File: src/rtl/reg_bank_writer.sv
// Write side of the register bank: a small in-order write queue drained one entry
// per cycle into eight registers R0..R7 that feed the read mux.
module reg_bank_writer #(
   parameter int WIDTH = 16,
   parameter int DEPTH = 4
) (
   input  logic                     clk,
   input  logic                     rst,
   input  logic                     clear,
   input  logic                     hold,
   input  logic                     wr_valid,
   input  logic [2:0]               wr_addr,
   input  logic [WIDTH-1:0]         wr_data,
   output logic                     wr_ready,
   output logic                     full,
   output logic                     empty,
   output logic [$clog2(DEPTH):0]   count,
   output logic [WIDTH-1:0]         r0,
   output logic [WIDTH-1:0]         r1,
   output logic [WIDTH-1:0]         r2,
   output logic [WIDTH-1:0]         r3,
   output logic [WIDTH-1:0]         r4,
   output logic [WIDTH-1:0]         r5,
   output logic [WIDTH-1:0]         r6,
   output logic [WIDTH-1:0]         r7
);

   localparam int PW = $clog2(DEPTH);
   localparam int CW = PW + 1;

   logic [2:0]       q_addr [DEPTH];
   logic [WIDTH-1:0] q_data [DEPTH];
   logic [PW-1:0]    head;
   logic [PW-1:0]    tail;
   logic [WIDTH-1:0] bank [8];
   logic             push;
   logic             pop;

   assign full     = (count == CW'(DEPTH));
   assign empty    = (count == '0);
   assign wr_ready = !full;

   // clear wins over everything, so it also vetoes the handshake and the drain
   assign push = wr_valid && wr_ready && !clear;
   assign pop  = !empty && !hold && !clear;

   // NOTE: queue storage has no reset; head/tail/count decide which slots are live,
   // so stale contents are never observed and the RAM stays reset-free.
   always_ff @(posedge clk) begin
      if (push) begin
         q_addr[tail] <= wr_addr;
         q_data[tail] <= wr_data;
      end
   end

   // NOTE: sequential state uses non-blocking assignments so every register sees
   // the pre-edge values of the others, independent of statement order.
   always_ff @(posedge clk or posedge rst) begin
      if (rst) begin
         head  <= '0;
         tail  <= '0;
         count <= '0;
         for (int i = 0; i < 8; i++) bank[i] <= '0;
      end else if (clear) begin
         head  <= '0;
         tail  <= '0;
         count <= '0;
         for (int i = 0; i < 8; i++) bank[i] <= '0;
      end else begin
         if (push) tail <= tail + PW'(1);
         if (pop) begin
            head               <= head + PW'(1);
            bank[q_addr[head]] <= q_data[head];
         end
         if (push && !pop)      count <= count + CW'(1);
         else if (pop && !push) count <= count - CW'(1);
      end
   end

   assign r0 = bank[0];
   assign r1 = bank[1];
   assign r2 = bank[2];
   assign r3 = bank[3];
   assign r4 = bank[4];
   assign r5 = bank[5];
   assign r6 = bank[6];
   assign r7 = bank[7];

endmodule
File: config.mk
export PLATFORM = sky130hd
export DESIGN_NAME = reg_bank_writer
export DESIGN_NICKNAME = d
export VERILOG_FILES = /design/src/rtl/reg_bank_writer.sv
export SDC_FILE = /design/constraint.sdc
export NUM_CORES = 1
export LEC_CHECK = 0
export ABC_CLOCK_PERIOD_IN_PS = 5010
export BUFFER_PORTS_ARGS = -buffer_cell sky130_fd_sc_hd__buf_4
export CORE_MARGIN = 1
export CORE_UTILIZATION = 35
export DETAILED_ROUTE_END_ITERATION = 10
export SETUP_SLACK_MARGIN = 0.05
export SYNTH_ARGS = -nofsm -noshare
export SYNTH_HDL_FRONTEND = slang
export SYNTH_SLANG_ARGS = --single-unit
export TNS_END_PERCENT = 20
File: constraint.sdc
create_clock -name clk -period 5.01 [get_ports clk]
set_clock_uncertainty 0.1 [all_clocks]
set_input_delay 0.501 -clock clk [delete_from_list [all_inputs] [get_ports clk]]
set_output_delay 0.501 -clock clk [all_outputs]
set_load 0.1 [all_outputs]
**After elaboration in Yosys (flattened, before gate mapping)**

Memories as Yosys holds them, arrays and structs flattened.
Index checks and enable logic that the tools add are counted.

- Bits in registers: 135
- Bits in latches: 0
- RAM bits: 76
- Memory bits (read-only): 0
- Input bits: 24
- Logic and storage cells: 52
- Memories: 2

Memory list:

| name | depth | bits a word | rd ports | clocked after Yosys merged registers in | write ports | line | text |
|---|---|---|---|---|---|---|---|
| q_data | 4 | 16 | 1 | 0 | 1 | 32 | `logic [WIDTH-1:0] q_data [DEPTH];` |
| q_addr | 4 | 3 | 1 | 0 | 1 | 31 | `logic [2:0] q_addr [DEPTH];` |

- $add $sub $neg: 4
- Multipliers: 0
- Div/mod/pow operators: 0
- $lt $le $gt $ge: 2
- Equal/unequal tests: 1
- Shift operators: 0
- Muxes and demuxes: 14
- Bitwise gates (word level): 1
- Reduce and logical (&&, ||, !) cells: 17

Operator list:

| operator | number |
|---|---|
| 128-bit 2-to-1 mux | 2 |
| 128-bit bitwise mux | 1 |
| 16-bit demux with 3-bit select | 1 |
| 16-bit 2-to-1 mux | 1 |
| 3-bit 2-to-1 mux | 3 |
| 2-bit 2-to-1 mux | 4 |
| 1-bit logical AND | 7 |
| 1-bit logical NOT | 6 |
| 2-bit by 1-bit adder with 2-bit output (second input constant) | 2 |
| 4-bit >= comparator (second input constant) | 1 |
| 4-bit by 1-bit less-than comparator with 1-bit output (second input constant) | 1 |
| 3-bit inverter with 4-bit output | 1 |
| 2-bit nonzero test | 2 |
| 3-bit by 1-bit adder with 3-bit output (second input constant) | 1 |
| 3-bit equality test (second input constant) | 1 |
| 3-bit logical NOT | 1 |
| 3-bit nonzero test | 1 |
| 3-bit by 1-bit subtractor with 3-bit output (second input constant) | 1 |
| 1-bit 2-to-1 mux | 2 |

**Logic depth before layout (Yosys ltp)**

- Depth in word-level cells: 9
- Depth in mapped cells: 8
- Mapped depth without buffers: 8

**Worst setup path after synthesis**

No wires, ideal clock.

- Path type: register -> register
- Start: reg count[2]
- End: reg count[2]
- Library setup time: 0.072 ns
- Arrival: 3.417 ns
- Required time: 4.838 ns
- Slack: 1.421 ns
- Stages on the path, launching flop included: 9
- Path buffers: 1
- Period minus slack after synthesis: 3.589 ns
- Path through: dfrtp_1 -> or3b_2 -> clkbuf_1 -> nand2_1 -> nor3_1 -> fa_1 -> nor2b_1 -> mux4_2 -> nor2_1

- Elaborated cells between the ends (all ways): 18
- Classes of those cells: 2 x add/sub; 1 x eq/ne; 3 x mux; 12 x reduce/logical

RTL lines:

| what | line | text |
|---|---|---|
| start, declared | 17 | `output logic [$clog2(DEPTH):0] count,` |
| start signal, assigned | 75 | `if (push && !pop) count <= count + CW'(1);` |
| start signal, assigned | 76 | `else if (pop && !push) count <= count - CW'(1);` |
| 3-bit equality test * | 39 | `assign full = (count == CW'(DEPTH));` |
| 1-bit logical NOT * | 41 | `assign wr_ready = !full;` |
| named net wr_ready | 14 | `output logic wr_ready,` |
| 1-bit logical AND * (2 in series) | 44 | `assign push = wr_valid && wr_ready && !clear;` |
| 1-bit logical AND or 1-bit logical NOT (tied branches) | 75, 76 |  |
| 3-bit 2-to-1 mux or 1-bit logical AND (tied branches) | 75, 76 |  |
| 3-bit 2-to-1 mux or 3-bit nonzero test (tied branches) | n/a |  |

The timed path passes the listed nets; every way through them passes the cells marked *. The select of a mux whose other input is x is not followed.
A chain may end at the register's enable or synchronous reset.

**Final worst setup path**

- Start: reg head[1]
- End: reg bank (netlist bit r1[7])

- Cells in the longest elaborated chain, start to end: 9
- Elaborated cells between the ends (all ways): 11
- Classes of those cells: 2 x order compare; 5 x mux; 1 x bitwise; 1 x reduce/logical; 2 x memory

RTL lines:

| what | line | text |
|---|---|---|
| start, declared | 33 | `logic [PW-1:0] head;` |
| start signal, assigned | 72 | `head <= head + PW'(1);` |
| memory read 4 x 3 bit | n/a |  |
| 3-bit inverter with 4-bit output (implied by the code) | 73 | `bank[q_addr[head]] <= q_data[head];` |
| 4-bit >= comparator (implied by the code) or 4-bit by 1-bit less-than comparator with 1-bit output (tied branches) | 73 |  |
| 1-bit logical AND (implied by the code) | 73 |  |
| 16-bit 2-to-1 mux (implied by the code) | 73 |  |
| 16-bit demux with 3-bit select | 73 |  |
| 128-bit bitwise mux * | 73 |  |
| 128-bit 2-to-1 mux * | 71 | `if (pop) begin` |
| 128-bit 2-to-1 mux * | 64 | `end else if (clear) begin` |
| end signal, assigned by index | 73 |  |
| end, declared | 35 | `logic [WIDTH-1:0] bank [8];` |

Every way passes the cells marked *; elsewhere a longest branch is shown, timed or not. The select of a mux whose other input is x is not followed.

==> out/metrics.yaml <==
placed_design:
  place_congestion: 0.829
  numPortBuffers: 157
  place_ws_ns: 1.79
  dpl.hpwl_um: 14200
  placed_area_um2: 9860
logic_synthesis:
  dominant_combinational_cell_family_by_area_after_synthesis: "multiplexers"
  area_of_the_mapped_netlist_um2: 8450
  ys_async_sr_fraction_pct: 64.0
  complex_gate_fraction_of_the_synthesized_area_pct: 9.78
  seq_area_frac_synth_pct: 67.0
  yosys.area_share.adder_pct: 0.830
  synth-xor-area-share_pct: 0.311
  post_synth_main_area_contributors: "dfrtp_1 40%, edfxtp_1 27%, a22o_1 6.9%"
  postSynthCellCount: 546
  yosys_warnings: 0
  synthSimpleGateAreaFrac_pct: 8.25
  synth.net_count: 575
  muxShareOfSynthArea_pct: 11.3
  synth_edf_count: 76
  ffs_latches_synth: 211
  synth_top_area_share_pct: 40.0
  synth_flop_cell: "dfrtp_1"
  avgSynthCellArea_um2: 15.5
  synth_top_cell_by_area: "dfrtp_1"
  synth.lib_cells_used.distinct: 38
sta:
  setup_tns_ns: 0
  post-route-period-util_pct: 64.1
  final.min_clock_period_ns: 3.21
  timing.max_slew.rel_slack_pct: 28.6
  final_setup_vio_count: 0
  postLayoutSetupSlackWorst_ns: 1.80
  drv_slew: 0
  worst_pin_slew_ns: 1.07
  fmaxAchievable_ghz: 0.311
  rsz0062_at_grt: "no"
  finalHoldViolations: 0
setup_path:
  start_kind: "register"
  r2r_start: "head[1]"
  worstPathMaxFanout: 20
  reg2reg_depth: 4
  cp_data_arrival_time_ns: 3.57
  path_class: "register to register"
  crit_path_end_kind: "register"
  timing.rr.end: "r1[7]"
  worst-r2r-setup-slack_ns: 1.80
  timing.critical_path.required_ns: 5.36
route:
  drt_pass1_iterations: 4
  remaining_drc_errors: 0
  drt-total-wl_um: 21200
  vias_per_cell: 5.04
  detailedRoute.firstIterationViolations: 279
  number_of_vias_in_the_routed_layout: 5159
  detail_route.wl_per_cell_um: 20.7
  detail-route-antenna-nets: 0
final_layout:
  multiInputGateArea_um2: 2570
  stdcell_area_um2: 10700
  area_growth_syn_to_fin_pct: 26.2
  fillCellCount: 2119
  seqCellArea_um2: 5660
  layout.core_utilization_pct: 45.3
  num_antenna_cells: 0
  final_net_count: 716
  final_layout_size_suffix_gt1_share_pct: 33.4
power:
  ir_drop_worst_vdd_uv: 436
  cellPowerDensity_nw_per_um2: 509
  power.leakage_uw: 0.00495
cts:
  clock_tree_from_tritoncts: "yes"
  worst_setup_hold_path_clk_slew_ns: 0.06
  postcts_setup_bufs: 0
  clk_latency_ns: 0.52
  cts_resized: 0
  root_buffer_cell: "clkbuf_16"
  cts_max_level: 1
  cts_inserted_buffers: 23
  clock_sink_count: 211
  clockBufferDepth: 3
  cts_hold_buf: 0
floorplanning:
  die_h_um: 157
  row_count: 56
  die_footprint_um2: 24800
  chipWidth_um: 157
  floorplan.initialDensity_pct: 35.9
  design.portCount: 158
  fp.coreArea_um2: 23500
global_route:
  grt_first_pass_wirelength_um: 31800
  initial_antenna_violation_count: 0
  m3_gr_usage_pct: 3.77
  busiest_layer: "met2"
  pin_count_of_the_biggest_net_entering_global_routing: 94
  first_global_vias: 5360
  grtUsageMet1_pct: 23.6
  grt.overflow.total: 0
  grt.met2_usage_pct: 27.5
  track_usage_pct: 17.2
run:
  max_cap_viol_count: 0
hold_path:
  worstHoldPathType: "input pin to async pin"
run_status:
  status: "completed"
[critical path, stage by stage (launching register included)]
cell and delay, ns:
dfrtp_1 0.95, mux4_2 0.48, nor2b_1 0.63, nor2b_1 0.72, a22o_1 0.26
[placed cells by master, fill, tap and decap left out, types with 2 or more instances in the layout]
cell	n
a21oi_1	2
a21oi_2	4
a21oi_4	3
a22o_1	67
a32o_1	11
and2_1	19
buf_4	159
bufinv_16	3
clkbuf_1	5
clkbuf_16	23
clkbuf_8	5
clkinv_2	3
dfrtp_1	135
edfxtp_1	76
ha_1	4
inv_1	7
mux2i_1	50
mux4_2	20
nand2_1	3
nand2_2	8
nand2b_1	57
nand3_1	2
nor2_1	8
nor2b_1	6
nor3_1	4
nor3b_1	2
o21ai_0	2
xnor2_1	2
[per-layer routing]
| layer | vias up | share of wire (%) |
|---|---|---|
| li1 | 2302 | - |
| met1 | 2664 | 45 |
| met2 | 170 | 47 |
| met3 | 23 | 6.2 |
| met4 | 0 | 1.6 |
| met5 | - | 0 |
[how the worst max path moves through the flow]
| stage | start | endpoint | slack (ns) | depth (start not counted) |
|---|---|---|---|---|
| 6_report | head[1] | r1[7] | 1.80 | 4 |
| 5_1_grt | head[1] | r1[10] | 1.60 | 4 |
| 4_1_cts | head[1] | r1[7] | 1.79 | 4 |
| 3_5_place_dp | head[1] | r1[15] | 1.79 | 4 |
| 3_3_place_gp | head[1] | r1[5] | 1.87 | 4 |
| 2_1_floorplan | rst | count[0] | 0.80 | 1 |
[cells by family (layout without fill, tap and decap cells)]
kind of cell	after synthesis	in the layout
DFF	211	211
and+or+nand+nor	114	114
AOI/OAI and AO/OA	92	92
muxes	70	70
buffers and inverters	51	209
adders and majority gates	5	5
xor gates and xnor gates	3	3
[area by class of cell]
type	instances	area share, %
flip-flops and latches	211	53.1
well taps	319	3.74
clock inverters	9	1.31
inverters	8	0.329
multi-input cells	284	24.1
clock buffers	33	6.22
repair buffers	159	11.2
[state kept, by name, summed over array words and instances (netlist names)]
register  count
count         3
head          2
q_addr       12
q_data       64
r0           16
r1           16
r2           16
r3           16
r4           16
r5           16
r6           16
r7           16
tail          2
[through the flow]
stage / hold WS [ns] / total power (uW) / std cells
floorplan: 0.443 / 3320 / 546
global placement: 0.381 / 3670 / 981
detailed placement: 0.385 / 3700 / 981
CTS: 0.0678 / 5470 / 1023
global route: 0.0659 / 5620 / 1023
finish: 0.0765 / 5430 / 1023
[cell usage after synthesis, types with 2 or more instances]
master	count
a21oi_1	2
a21oi_2	4
a21oi_4	3
a22o_1	67
a32o_1	11
and2_1	19
buf_1	8
buf_2	9
clkbuf_1	23
dfrtp_1	135
edfxtp_1	76
ha_1	4
inv_1	8
mux2i_1	50
mux4_2	20
nand2_1	3
nand2_2	8
nand2b_1	57
nand3_1	2
nor2_1	8
nor2b_1	6
nor3_1	4
nor3b_1	2
o21ai_0	2
xnor2_1	2
[power by group]
| group | switching (uW) | leakage, uW | internal (uW) | total, uW |
|---|---|---|---|---|
| Clock | 687 | 0.000398 | 1080 | 1770 |
| Combinational | 1250 | 0.00199 | 399 | 1640 |
| Sequential | 91.4 | 0.00256 | 1920 | 2010 |
Power figures use the tool's default switching activity.
